## config.mk

```make
export PLATFORM = sky130hd
export DESIGN_NAME = ram_port_arbiter
export DESIGN_NICKNAME = d
export VERILOG_FILES = /design/src/rtl/ram_port_arbiter.sv
export SDC_FILE = /design/constraint.sdc
export NUM_CORES = 1
export LEC_CHECK = 0
export ABC_AREA = 0
export BUFFER_PORTS_ARGS = -buffer_cell sky130_fd_sc_hd__buf_4
export CAP_MARGIN = 10
export CORE_MARGIN = 1
export CORE_UTILIZATION = 46
export DETAILED_ROUTE_END_ITERATION = 10
export HOLD_SLACK_MARGIN = 0.03
export PLACE_DENSITY = 0.81
export SLEW_MARGIN = 20
export SYNTH_ARGS = -nofsm -noshare
export SYNTH_HDL_FRONTEND = slang
export SYNTH_SLANG_ARGS = --single-unit
```

## constraint.sdc

```tcl
create_clock -name CLK -period 3.3 [get_ports CLK]
set_input_delay 0.495 -clock CLK [delete_from_list [all_inputs] [get_ports CLK]]
set_output_delay 0.495 -clock CLK [all_outputs]
set_load 0.1 [all_outputs]
```

## src/rtl/ram_port_arbiter.sv

```systemverilog
// rtl/ram_port_arbiter.sv - round-robin arbiter sharing one RAM port among N_REQ requesters
// Optional RAM wait watchdog enabled by defining ARB_TIMEOUT_EN.
module ram_port_arbiter #(
    parameter int N_REQ   = 3,
    parameter int ADDR_W  = 22,
    parameter int TIMEOUT = 255,
    localparam int ID_W   = $clog2(N_REQ)
) (
    input  logic                      CLK,
    input  logic                      RESET_n,
    input  logic [N_REQ-1:0]          REQ,
    input  logic [N_REQ-1:0]          WE,
    input  logic [N_REQ*ADDR_W-1:0]   ADDR,
    input  logic [N_REQ*8-1:0]        WDATA,
    output logic [N_REQ-1:0]          ACK,
    output logic [7:0]                RDATA,
    output logic                      ERR,
    output logic                      BUSY,
    output logic [ID_W-1:0]           GRANT_ID,
    output logic                      RAM_REQ,
    output logic                      RAM_WE,
    output logic [ADDR_W-1:0]         RAM_ADDR,
    output logic [7:0]                RAM_WDATA,
    input  logic                      RAM_ACK,
    input  logic [7:0]                RAM_RDATA
);

    if (N_REQ < 2 || N_REQ > 8 || TIMEOUT < 1 || TIMEOUT > 65535) begin : g_param_check
        $error("ram_port_arbiter: N_REQ must be 2..8 and TIMEOUT 1..65535");
    end

    typedef enum logic [1:0] {
        S_IDLE,
        S_ISSUE,
        S_DONE
    } state_t;

    state_t          state;
    logic [ID_W-1:0] ptr;
    logic [ID_W-1:0] win;
    logic [ID_W-1:0] cand;
    logic            any_req;

    // Search starts just after the last winner, so the last winner has lowest priority.
    always_comb begin
        win     = ptr;
        cand    = ptr;
        any_req = 1'b0;
        for (int k = 1; k <= N_REQ; k++) begin
            cand = ID_W'((int'(ptr) + k) % N_REQ);
            if (!any_req && REQ[cand]) begin
                any_req = 1'b1;
                win     = cand;
            end
        end
    end

`ifdef ARB_TIMEOUT_EN
    localparam int CNT_W = (TIMEOUT > 255) ? 16 : 8;
    logic [CNT_W-1:0] wait_cnt;
`endif

    always_ff @(posedge CLK or negedge RESET_n) begin
        if (!RESET_n) begin
            state     <= S_IDLE;
            ptr       <= ID_W'(N_REQ - 1);
            ACK       <= '0;
            RDATA     <= 8'h00;
            BUSY      <= 1'b0;
            GRANT_ID  <= '0;
            RAM_REQ   <= 1'b0;
            RAM_WE    <= 1'b0;
            RAM_ADDR  <= '0;
            RAM_WDATA <= 8'h00;
`ifdef ARB_TIMEOUT_EN
            ERR       <= 1'b0;
            wait_cnt  <= '0;
`endif
        end else begin
            case (state)
                S_IDLE: begin
                    ACK <= '0;
`ifdef ARB_TIMEOUT_EN
                    ERR <= 1'b0;
`endif
                    if (any_req) begin
                        RAM_WE    <= WE[win];
                        RAM_ADDR  <= ADDR[int'(win)*ADDR_W +: ADDR_W];
                        RAM_WDATA <= WDATA[int'(win)*8 +: 8];
                        GRANT_ID  <= win;
                        ptr       <= win;
                        RAM_REQ   <= 1'b1;
                        BUSY      <= 1'b1;
                        state     <= S_ISSUE;
`ifdef ARB_TIMEOUT_EN
                        wait_cnt  <= '0;
`endif
                    end
                end
                S_ISSUE: begin
                    if (RAM_ACK) begin
                        if (!RAM_WE) begin
                            RDATA <= RAM_RDATA;
                        end
                        RAM_REQ <= 1'b0;
                        ACK     <= N_REQ'(1) << GRANT_ID;
                        state   <= S_DONE;
`ifdef ARB_TIMEOUT_EN
                    end else if (wait_cnt == CNT_W'(TIMEOUT - 1)) begin
                        // The command is abandoned; the owner sees an error completion.
                        RDATA   <= 8'hFF;
                        ERR     <= 1'b1;
                        RAM_REQ <= 1'b0;
                        ACK     <= N_REQ'(1) << GRANT_ID;
                        state   <= S_DONE;
                    end else begin
                        wait_cnt <= wait_cnt + 1'b1;
`endif
                    end
                end
                S_DONE: begin
                    ACK   <= '0;
                    BUSY  <= 1'b0;
                    state <= S_IDLE;
`ifdef ARB_TIMEOUT_EN
                    ERR   <= 1'b0;
`endif
                end
                default: begin
                    state <= S_IDLE;
                end
            endcase
        end
    end

`ifndef ARB_TIMEOUT_EN
    assign ERR = 1'b0;
`endif

endmodule

```

# Yosys cells after proc, flatten, opt, wreduce, memory -nomap -nowiden
# Index checks and enable logic that the tools add are counted.
# classes
muxes	23
n_eq_ne	4
n_shift	3
div	3
bitwise_logic	1
reduce_logical	15
magnitude_cmp	4
multipliers	1
add_sub_neg	3
# op_table
op	n
modulo 32 x 3 -> 32 bit, second input constant	3
variable part select 66 x 8 -> 22 bit	1
variable part select 24 x 6 -> 8 bit	1
< comparator 2 x 3 -> 1 bit, second input constant	4
2-to-1 mux 2 bit	5
2-to-1 mux 1 bit	9
binary-select mux 1 bit (select 2 bit)	4
AND reduction 2 bit	4
adder 2 x 2 -> 3 bit, second input constant	2
multiplier 2 x 4 -> 6 bit, second input constant	1
case mux 3 bit (2 select lines)	1
AND reduction 3 bit	2
nonzero test 2 bit	3
inequality test 2 bit, second input constant	2
case mux 1 bit (2 select lines)	2
case mux 2 bit (2 select lines)	1
adder 2 x 1 -> 3 bit, second input constant	1
2-to-1 mux 3 bit	1
<< shifter 1 x 2 -> 3 bit, first input constant	1
== test 2 x 1 -> 1 bit, second input constant	1
== test 2 bit, second input constant	1
logical AND 1 bit	2
zero test 1 bit	2
zero test 2 bit	1
other kinds (2)	2
# totals
input_bits	107
output_inout_bits	47
elab_cells	67
ff_bits	50

# Depth between registers and ports, before layout
# Gate-level depths: netlist of the first run.
# depth
depth_word	13
depth_mapped	11
mapped_depth_nobuf	8

# Least setup slack after synthesis of the first run
# OpenSTA, ideal clock, no wires.
# synth_path
kind	register -> register
start	register GRANT_ID[0] (netlist name)
end	register RAM_ADDR[0]
setup_slack_ns	0.904
t_required_ns	3.214
path_stages_with_launch	12
n_path_buf	4
setup_time_ns	0.086
synth_period_minus_slack_ns	2.396
arrival_time_ns	2.310
cell_sequence	dfrtp_1 -> inv_1 -> ha_1 -> buf_2 -> mux2i_1 -> nor3_2 -> nand2b_4 -> buf_6 -> or2_1 -> buf_6 -> buf_12 -> o221ai_2
# synth_rtl
element	line_no	source
end signal: assignment	88	RAM_ADDR <= ADDR[int'(win)*ADDR_W +: ADDR_W];
end: declaration	22	output logic [ADDR_W-1:0] RAM_ADDR,

==> impl_metrics.csv, run 1 <==
group,metric,value,unit
critical_path,crit_required,3.51,ns
global_routing,grt_max_degree,50,
floorplanning,start_util,48.5,%
floorplanning,die-area,0.00667,mm2
synthesis,synth_top_area_share,41.1,%
floorplanning,num_rows,28,
timing,min_period,2.90,ns
timing,report.final.slew_viol_count,0,
critical_path,path_buf_inv,2,
synthesis,yosys_warnings,0,
drt,drt_iter0_drc,140,
run_status,status,"finished clean",
critical_path,crit_path_end_kind,"flop",
flow_run,drv_cap,0,
layout,drive_above_1_share,51.3,%
min_path,hold_path.class,"in -> async",
layout,fill_cells,482,
critical_path,cp.arrival,3.11,ns
drt,drc,0,
global_routing,grt_util_met2,41.1,%
timing,fin_hold_ws,0.200,ns
global_routing,busiest_layer,"met2",
timing,tightest_slew,0.696,ns
synthesis,avgSynthCellArea,11.1,um2
global_routing,antenna_found_initial,0,
timing,hold_viol,0,
placement,dp.final_hpwl,5980,um
clock_network,cts_buffers,5,
clock_network,postCtsSetupRepairBufs,0,
floorplanning,core_area,0.00603,mm2
drt,vias,2586,
floorplanning,die-width,81.7,um
clock_network,clk_transition_reported_paths,0.09,ns
layout,antenna_cells,0,
clock_network,clock_latency,0.29,ns
global_routing,grtUsageMet1,28.2,%
critical_path,rrSetupSlack,0.40,ns
timing,slew_headroom,53.4,%
critical_path,critical_path.slowest_cell,"ha_1",
synthesis,synth_cell_types,39,
global_routing,grt_pass1_vias,2490,
clock_network,cts_root_buf,"clkbuf_8",
layout,multiInputGateArea,0.00142,mm2
clock_network,cts_resized,0,
drt,drtPass1Iterations,4,
floorplanning,io_pins,154,
clock_network,numClockSinks,49,
layout,final_util,69.7,%
timing,setup_viol,0,
clock_network,cts_tree,"yes",
global_routing,gr-total-overflow,0,
clock_network,hold_buffers,0,
critical_path,start_kind,"flop",
timing,skew,0.00539,ns
layout,nNetsFinal,519,
critical_path,cpPeakStageDelay,0.53,ns
layout,regArea,0.00123,mm2
global_routing,groute.usage.overall,23.3,%
synthesis,ys_seq_elements,49,
placement,gp_congestion,0.906,
placement,io_buffers,152,
drt,wl_per_cell,16.1,um
synthesis,yosys.area.top_type,"dfrtp_1",
synthesis,ys_seq_area_share,42.0,%
synthesis,syn_area,0.00292,mm2
floorplanning,die_y,81.7,um
critical_path,cp_max_fo,22,
critical_path,r2r_end,"RAM_ADDR[9]$_DFFE_PN0P_",
timing,rsz0062_at_grt,"no",
critical_path,critPathKind,"reg -> reg",
global_routing,met3_usage,5.44,%
synthesis,synthTopCellsByArea,"dfrtp_1 (41%), o221ai_2 (15%), mux2i_1 (12%), inv_1 (4.9%), nand2_1 (4.4%)",
drt,detail-route-antenna-nets,0,
clock_network,cts-root-to-sink-buffers,2,
clock_network,htree_levels,2,
critical_path,crit_family,"compound AO/OA/AOI/OAI gates",
drt,routed_via_density,5.34,
critical_path,ff2ff_path_depth,8,
timing,period_share,88.0,%
drt,wirelength,7790,um
synthesis,syn-num-nets,373,
critical_path,crit_chain,"inv_1 -> ha_1 -> mux2i_1 -> or4_1 -> o311ai_1 -> o211ai_4 -> buf_12 -> o221ai_1",
timing,setup-tns-final,0,ns
global_routing,grt_pass1_wl,11800,um
synthesis,synthCells,262,
timing,max_freq,344,MHz
critical_path,r2r_start,"GRANT_ID[0]$_DFFE_PN0P_",
layout,syn2layout_area_growth,43.8,%
-- worst reg2reg max path: stages (launching register included) --
cell and delay, ns:
dfrtp_1 0.49, inv_1 0.15, ha_1 0.53, mux2i_1 0.21, or4_1 0.50, o311ai_1 0.18
o211ai_4 0.31, buf_12 0.26, o221ai_1 0.20
-- layout make-up --
class	count	share of cell area (%)
tap	75	2.23
inverter	38	3.40
multi-input combinational	157	33.7
clock inverter	1	0.715
sequential	49	29.2
clock buffer	7	2.06
timing repair buffer	157	28.7
-- metal layers --
metal | vias up | share of wire [%]
met4 | 0 | 1.7
met2 | 125 | 51
li1 | 1216 | -
met3 | 17 | 8.9
met1 | 1228 | 38
met5 | - | 0
-- state kept, by name, indices dropped and copies added, names as in the netlist --
register,cells
RAM_REQ,1
RDATA,8
RAM_WE,1
GRANT_ID,2
ptr,1
ACK,3
BUSY,1
RAM_ADDR,22
state,2
RAM_WDATA,8
-- synth_stat cells, drive strengths merged --
cell,count
dfrtp,48
inv,38
mux2i,36
nand2,34
o221ai,31
buf,14
mux2,10
nand2b,6
nor2,6
clkbuf,4
ha,4
a21boi,3
a21oi,3
nand3,3
o21ai,3
o31ai,3
nand3b,2
nor3,2
a211o,1
a221oi,1
a22oi,1
a311oi,1
conb,1
dfstp,1
nor3b,1
o211ai,1
o2bb2ai,1
o311ai,1
or2,1
or4,1
-- logic make-up (layout without fill, tap and decap cells) --
group / Yosys count / in the layout / share of synthesized area (%)
AND/OR/NAND/NOR: 56 / 56 / 9.04
other: 1 / 1 / 0.128
buffers and inverters: 56 / 203 / 10.2
flip-flops: 49 / 49 / 42.0
multiplexers: 46 / 46 / 16.2
AO/OA/AOI/OAI: 50 / 50 / 20.7
adder cells (fa/ha/maj): 4 / 4 / 1.71
-- stage by stage --
| step | area (um2) | worst slack, ns | instances |
|---|---|---|---|
| 2_1_floorplan | 2920 | 0.904 | 262 |
| 3_3_place_gp | 4080 | 0.541 | 476 |
| 3_5_place_dp | 4080 | 0.389 | 476 |
| 4_1_cts | 4200 | 0.376 | 484 |
| 5_1_grt | 4200 | 0.165 | 484 |
| 6_report | 4200 | 0.396 | 484 |
-- worst max path at each step --
stage / start / end / slack [ns] / depth (start not counted)
CTS: GRANT_ID[0]$_DFFE_PN0P_ / RAM_ADDR[9]$_DFFE_PN0P_ / 0.38 / 8
global route: GRANT_ID[0]$_DFFE_PN0P_ / RAM_ADDR[9]$_DFFE_PN0P_ / 0.16 / 8
detailed placement: GRANT_ID[0]$_DFFE_PN0P_ / RAM_ADDR[9]$_DFFE_PN0P_ / 0.39 / 8
global placement: GRANT_ID[0]$_DFFE_PN0P_ / RAM_ADDR[9]$_DFFE_PN0P_ / 0.54 / 8
finish: GRANT_ID[0]$_DFFE_PN0P_ / RAM_ADDR[9]$_DFFE_PN0P_ / 0.40 / 8
floorplan: GRANT_ID[0]$_DFFE_PN0P_ / RAM_ADDR[0]$_DFFE_PN0P_ / 0.90 / 11
-- layout by cell type (no fill, tap or decap), types with 2 or more instances in the layout --
| cell | synthesis | final |
|---|---|---|
| mux2_2 | 9 | 9 |
| ha_1 | 4 | 4 |
| dfrtp_1 | 48 | 48 |
| o21ai_0 | 3 | 3 |
| o31ai_1 | 3 | 3 |
| inv_1 | 38 | 38 |
| nor2_1 | 5 | 5 |
| nand2_1 | 34 | 34 |
| nand3b_1 | 2 | 2 |
| clkbuf_8 | 0 | 6 |
| mux2i_1 | 36 | 36 |
| a21boi_1 | 2 | 2 |
| buf_12 | 3 | 2 |
| nand3_1 | 3 | 3 |
| nand2b_1 | 5 | 5 |
| buf_4 | 5 | 155 |
| o221ai_2 | 30 | 30 |
| a21oi_1 | 3 | 3 |
Power of run 1 is not shown: default switching activity piles up to over one toggle a cycle in this logic, so the estimate is an artifact.
==> run 2, diff against run 1 <==
--- a/config.mk
+++ b/config.mk
@@ -7,12 +7,11 @@
 export LEC_CHECK = 0
 export ABC_AREA = 0
 export BUFFER_PORTS_ARGS = -buffer_cell sky130_fd_sc_hd__buf_4
-export CAP_MARGIN = 10
 export CORE_MARGIN = 1
-export CORE_UTILIZATION = 46
+export CORE_UTILIZATION = 43
 export DETAILED_ROUTE_END_ITERATION = 10
 export HOLD_SLACK_MARGIN = 0.03
-export PLACE_DENSITY = 0.81
+export PLACE_DENSITY = 0.77
 export SLEW_MARGIN = 20
 export SYNTH_ARGS = -nofsm -noshare
 export SYNTH_HDL_FRONTEND = slang
==> run 2 against run 1 <==
Net effect:
- the flow now finishes with violations (DRC)
- sequential share of layout area grew 0.31 points
- critical path type unchanged
- via count shrank 2.2%
- worst setup slack lost 0.066 ns
- fmax shrank 2.2%
- critical path depth is the same
- highest routed layer unchanged
==> impl_metrics.csv, run 2 (synthesis gave the netlist of run 1 again) <==
group,metric,value,unit
layout,largest_reg_flops,22,
global_routing,antenna_found_initial,0,
layout,drive_above_1_share,51.1,%
clock_network,htree_levels,2,
critical_path,crit_path_end_kind,"flop",
layout,mostFrequentLayoutCell,"buf_4",
layout,final_util,64.4,%
layout,largest-register,"RAM_ADDR",
layout,nNetsFinal,521,
critical_path,critical_path.slowest_cell,"ha_1",
timing,min_period,2.97,ns
critical_path,rrSetupSlack,0.33,ns
layout,multiInputGateArea,0.00142,mm2
critical_path,start_kind,"flop",
clock_network,hold_buffers,0,
timing,max_freq,337,MHz
placement,dp_slack,0.334,ns
layout,fill_cells,544,
drt,wl_per_cell,16.2,um
clock_network,cts_buffers,5,
floorplanning,die-area,0.00713,mm2
critical_path,cp_max_fo,20,
global_routing,gr-total-overflow,0,
layout,final_cell_mix,"buf_4 (159), dfrtp_1 (48), inv_1 (38)",
timing,hold_viol,0,
global_routing,grt_max_degree,50,
clock_network,clock_latency,0.30,ns
layout,regArea,0.00123,mm2
layout,syn2layout_area_growth,42.3,%
clock_network,cts-root-to-sink-buffers,2,
floorplanning,core_area,0.00646,mm2
global_routing,grt_pass1_vias,2653,
clock_network,cts_tree,"yes",
placement,gp_congestion,0.895,
drt,detail-route-antenna-nets,0,
critical_path,r2r_end,"RAM_ADDR[5]$_DFFE_PN0P_",
clock_network,clk_transition_reported_paths,0.09,ns
layout,top_regs,"RAM_ADDR (22), RAM_WDATA (8), RDATA (8)",
critical_path,r2r_start,"GRANT_ID[0]$_DFFE_PN0P_",
layout,antenna_cells,0,
critical_path,cp.arrival,3.14,ns
global_routing,grt_pass1_wl,12800,um
clock_network,cts_resized,0,
placement,dp.final_hpwl,6010,um
drt,drt_iter0_drc,114,
drt,vias,2530,
min_path,hold_path.class,"in -> async",
timing,period_share,90.0,%
layout,final_area,0.00416,mm2
floorplanning,num_rows,29,
timing,skew,0.00335,ns
drt,routed_via_density,5.18,
critical_path,crit_family,"simple AND/OR/NAND/NOR gates",
flow_run,drv_cap,0,
drt,wirelength,7930,um
timing,rsz0062_at_grt,"no",
critical_path,crit_chain,"inv_1 -> ha_1 -> mux2i_1 -> or4_1 -> o311ai_1 -> or2_2 -> buf_4 -> o221ai_2",
global_routing,groute.usage.overall,22.6,%
clock_network,cts_root_buf,"clkbuf_8",
critical_path,path_buf_inv,2,
critical_path,crit_required,3.47,ns
timing,tightest_slew,0.676,ns
critical_path,critPathKind,"reg -> reg",
drt,drtPass1Iterations,8,
timing,layout_setup_ws,0.330,ns
floorplanning,io_pins,154,
critical_path,ff2ff_path_depth,8,
timing,setup_viol,0,
clock_network,postCtsSetupRepairBufs,0,
floorplanning,die_y,84.4,um
placement,io_buffers,152,
timing,report.final.slew_viol_count,0,
floorplanning,start_util,45.2,%
placement,placed_area,0.00408,mm2
timing,slew_headroom,54.8,%
clock_network,numClockSinks,49,
run_status,status,"complete, but fails checks",
drt,drc,14,
run_status,failed_checks,"DRC",
timing,setup-tns-final,0,ns
floorplanning,die-width,84.4,um
critical_path,cpPeakStageDelay,0.54,ns
[run 2: cell count changes in the layout (fill, tap and decap cells not counted)]
| cell | change |
|---|---|
| buf_12 | -2 |
| buf_4 | +4 |
| bufinv_16 | -1 |
| clkbuf_1 | +2 |
| clkbuf_8 | -1 |
[run 2: area by class of cell]
| type | count | area share, % |
|---|---|---|
| well taps | 77 | 2.32 |
| clock buffers | 8 | 1.93 |
| inverters | 38 | 3.43 |
| flip-flops and latches | 49 | 29.5 |
| multi-input cells | 157 | 34.1 |
| repair buffers | 159 | 28.7 |
[run 2: worst max-delay path by stage]
stage / start / to / slack [ns] / cells after the start
global placement: GRANT_ID[0]$_DFFE_PN0P_ / RAM_ADDR[0]$_DFFE_PN0P_ / 0.47 / 8
floorplan: GRANT_ID[0]$_DFFE_PN0P_ / RAM_ADDR[0]$_DFFE_PN0P_ / 0.90 / 11
finish: GRANT_ID[0]$_DFFE_PN0P_ / RAM_ADDR[5]$_DFFE_PN0P_ / 0.33 / 8
detailed placement: GRANT_ID[0]$_DFFE_PN0P_ / RAM_ADDR[5]$_DFFE_PN0P_ / 0.33 / 8
global route: GRANT_ID[0]$_DFFE_PN0P_ / RAM_ADDR[5]$_DFFE_PN0P_ / 0.17 / 8
CTS: GRANT_ID[0]$_DFFE_PN0P_ / RAM_ADDR[5]$_DFFE_PN0P_ / 0.32 / 8
[run 2: layer usage]
layer  GRT usage (%)  up-vias  part of all wire [%]
li1                -     1215                     -
met3            6.59        8                   8.7
met5               0        -                     0
met4            4.47        0                  0.88
met1            26.7     1194                    40
met2            41.0      113                    50
[run 2: per-stage QoR]
step | hold slack [ns] | instances
floorplan | 0.199 | 262
finish | 0.212 | 488
global route | 0.251 | 488
CTS | 0.233 | 488
global placement | 0.463 | 480
detailed placement | 0.473 | 480
[run 2: worst register-to-register path: stages, from the launching register on]
cell      delay [ns]
dfrtp_1         0.49
inv_1           0.16
ha_1            0.54
mux2i_1         0.23
or4_1           0.50
o311ai_1        0.20
or2_2           0.22
buf_4           0.33
o221ai_2        0.17
Power of run 2 is left out for the same reason.
==> run 3, diff against run 2 <==
--- a/config.mk
+++ b/config.mk
@@ -12,6 +12,7 @@
 export DETAILED_ROUTE_END_ITERATION = 10
 export HOLD_SLACK_MARGIN = 0.03
 export PLACE_DENSITY = 0.77
+export REMOVE_ABC_BUFFERS = 1
 export SLEW_MARGIN = 20
 export SYNTH_ARGS = -nofsm -noshare
 export SYNTH_HDL_FRONTEND = slang
==> run 3 against run 2 <==
Net effect:
- critical path depth up 1
- hold slack worse by 0.020 ns
- clock skew up 0.0086 ns
- largest cell class unchanged
- via count down 0.24%
- highest routed layer unchanged
- final area up 1.4%
- the run still ends with DRC left
- sequential share of layout area down 0.41 points
==> impl_metrics.csv, run 3 (synthesis gave the netlist of run 1 again) <==
group,metric,value,unit
layout,multiInputGateArea,0.00142,mm2
timing,min_period,3.03,ns
timing,skew,0.0120,ns
placement,dp_slack,0.292,ns
critical_path,crit_required,3.54,ns
timing,slew_headroom,58.2,%
layout,final_area,0.00422,mm2
placement,dp.final_hpwl,5880,um
clock_network,hold_buffers,0,
drt,routed_via_density,5.18,
layout,largest_reg_flops,22,
clock_network,cts-root-to-sink-buffers,2,
critical_path,crit_chain,"inv_1 -> ha_1 -> mux2i_1 -> mux2i_1 -> or4_1 -> o311ai_1 -> or2_2 -> buf_4 -> a21boi_1",
run_status,status,"complete, but fails checks",
global_routing,grt_max_degree,50,
drt,detail-route-antenna-nets,0,
critical_path,start_kind,"flop",
layout,syn2layout_area_growth,44.3,%
layout,fill_cells,517,
global_routing,gr-total-overflow,0,
floorplanning,num_rows,29,
global_routing,grt_pass1_vias,2633,
timing,max_freq,331,MHz
layout,largest-register,"RAM_ADDR",
drt,wl_per_cell,15.4,um
layout,mostFrequentLayoutCell,"buf_4",
clock_network,numClockSinks,49,
placement,placed_area,0.00412,mm2
timing,setup_viol,0,
drt,drt_iter0_drc,140,
timing,tightest_slew,0.625,ns
layout,antenna_cells,0,
floorplanning,die-width,84.4,um
placement,dp.cells,479,
critical_path,crit_top_cell,"mux2i_1",
critical_path,crit_family,"simple AND/OR/NAND/NOR gates",
global_routing,groute.usage.overall,21.8,%
layout,regArea,0.00123,mm2
global_routing,antenna_found_initial,0,
critical_path,cp.arrival,3.26,ns
critical_path,crit_path_end_kind,"flop",
clock_network,clock_latency,0.30,ns
floorplanning,die_y,84.4,um
clock_network,cts_tree,"yes",
clock_network,htree_levels,2,
drt,drc,6,
floorplanning,start_util,45.2,%
drt,wirelength,7510,um
floorplanning,io_pins,154,
clock_network,cts_root_buf,"clkbuf_8",
placement,gp_congestion,0.797,
timing,layout_setup_ws,0.275,ns
min_path,hold_path.class,"in -> async",
layout,instances_no_fill,487,
drt,drtPass1Iterations,11,
clock_network,cts_resized,0,
layout,final_cell_mix,"buf_4 (154), dfrtp_1 (48), inv_1 (38)",
drt,vias,2524,
timing,hold_viol,0,
run_status,failed_checks,"DRC",
clock_network,clk_transition_reported_paths,0.10,ns
critical_path,cp_max_fo,10,
global_routing,grt_pass1_wl,12300,um
clock_network,postCtsSetupRepairBufs,0,
layout,nNetsFinal,520,
floorplanning,core_area,0.00646,mm2
layout,top_regs,"RAM_ADDR (22), RAM_WDATA (8), RDATA (8)",
floorplanning,die-area,0.00713,mm2
timing,report.final.slew_viol_count,0,
timing,rsz0062_at_grt,"no",
critical_path,critical_path.slowest_cell,"dfrtp_1",
placement,io_buffers,152,
flow_run,drv_cap,0,
layout,drive_above_1_share,51.7,%
clock_network,cts_buffers,5,
critical_path,cpPeakStageDelay,0.47,ns
critical_path,critPathKind,"reg -> reg",
critical_path,path_buf_inv,2,
timing,period_share,91.7,%
run 3: cell types whose count changed in the layout (fill, tap and decap cells not counted), sizes merged:
cell / change
clkbuf: -3
buf: -1
clkinv: +1
clkinvlp: +1
inv: +1
run 3: metal layers:
metal	GRT usage, %	share of wire (%)	vias to the layer above
met4	6.47	1.2	0
li1	-	-	1212
met2	39.2	54	107
met3	4.33	6.5	10
met5	0	0	-
met1	26.6	38	1195
run 3: layout make-up:
type | count | share of cell area, %
Clock buffer | 5 | 1.63
Clock inverter | 3 | 0.594
Inverter | 38 | 3.38
Multi-Input combinational cell | 157 | 33.6
Sequential cell | 49 | 29.1
Tap cell | 77 | 2.29
Timing Repair Buffer | 158 | 29.4
run 3: path summary, 6_finish.rpt:
check                                         from                       end  slack (ns)  cells past startpoint
min reg2reg                    RAM_REQ$_DFFE_PN0P_       RAM_REQ$_DFFE_PN0P_        0.50                      2
max reg2reg                GRANT_ID[0]$_DFFE_PN0P_        ptr[1]$_DFFE_PN1P_        0.27                      9
max in group asynchronous                  RESET_n  RAM_WDATA[5]$_DFFE_PN0P_        2.68                      1
min in group CLK                           RAM_ACK      state[0]$_DFFE_PN0P_        0.36                      2
min                                        RESET_n      RDATA[4]$_DFFE_PN0P_        0.19                      1
max                        GRANT_ID[0]$_DFFE_PN0P_        ptr[1]$_DFFE_PN1P_        0.27                      9
run 3: worst reg2reg max path: cells and delay by family (launching register included):
kind | cells | cell delay [ns]
buf+inv | 2 | 0.45
fa+ha+maj | 1 | 0.30
simple gates | 2 | 0.85
flops | 1 | 0.47
compound gates | 2 | 0.38
mux | 2 | 0.50
run 3: through the flow:
| stage | util, % | hold slack, ns | setup TNS, ns |
|---|---|---|---|
| 2_1_floorplan | - | 0.199 | -22.80 |
| 3_3_place_gp | 63.2 | 0.471 | 0 |
| 3_5_place_dp | 63.8 | 0.474 | 0 |
| 4_1_cts | 65.3 | 0.208 | 0 |
| 5_1_grt | 65.3 | 0.236 | 0 |
| 6_report | 65.3 | 0.192 | 0 |
Power of run 3 is left out for the same reason.
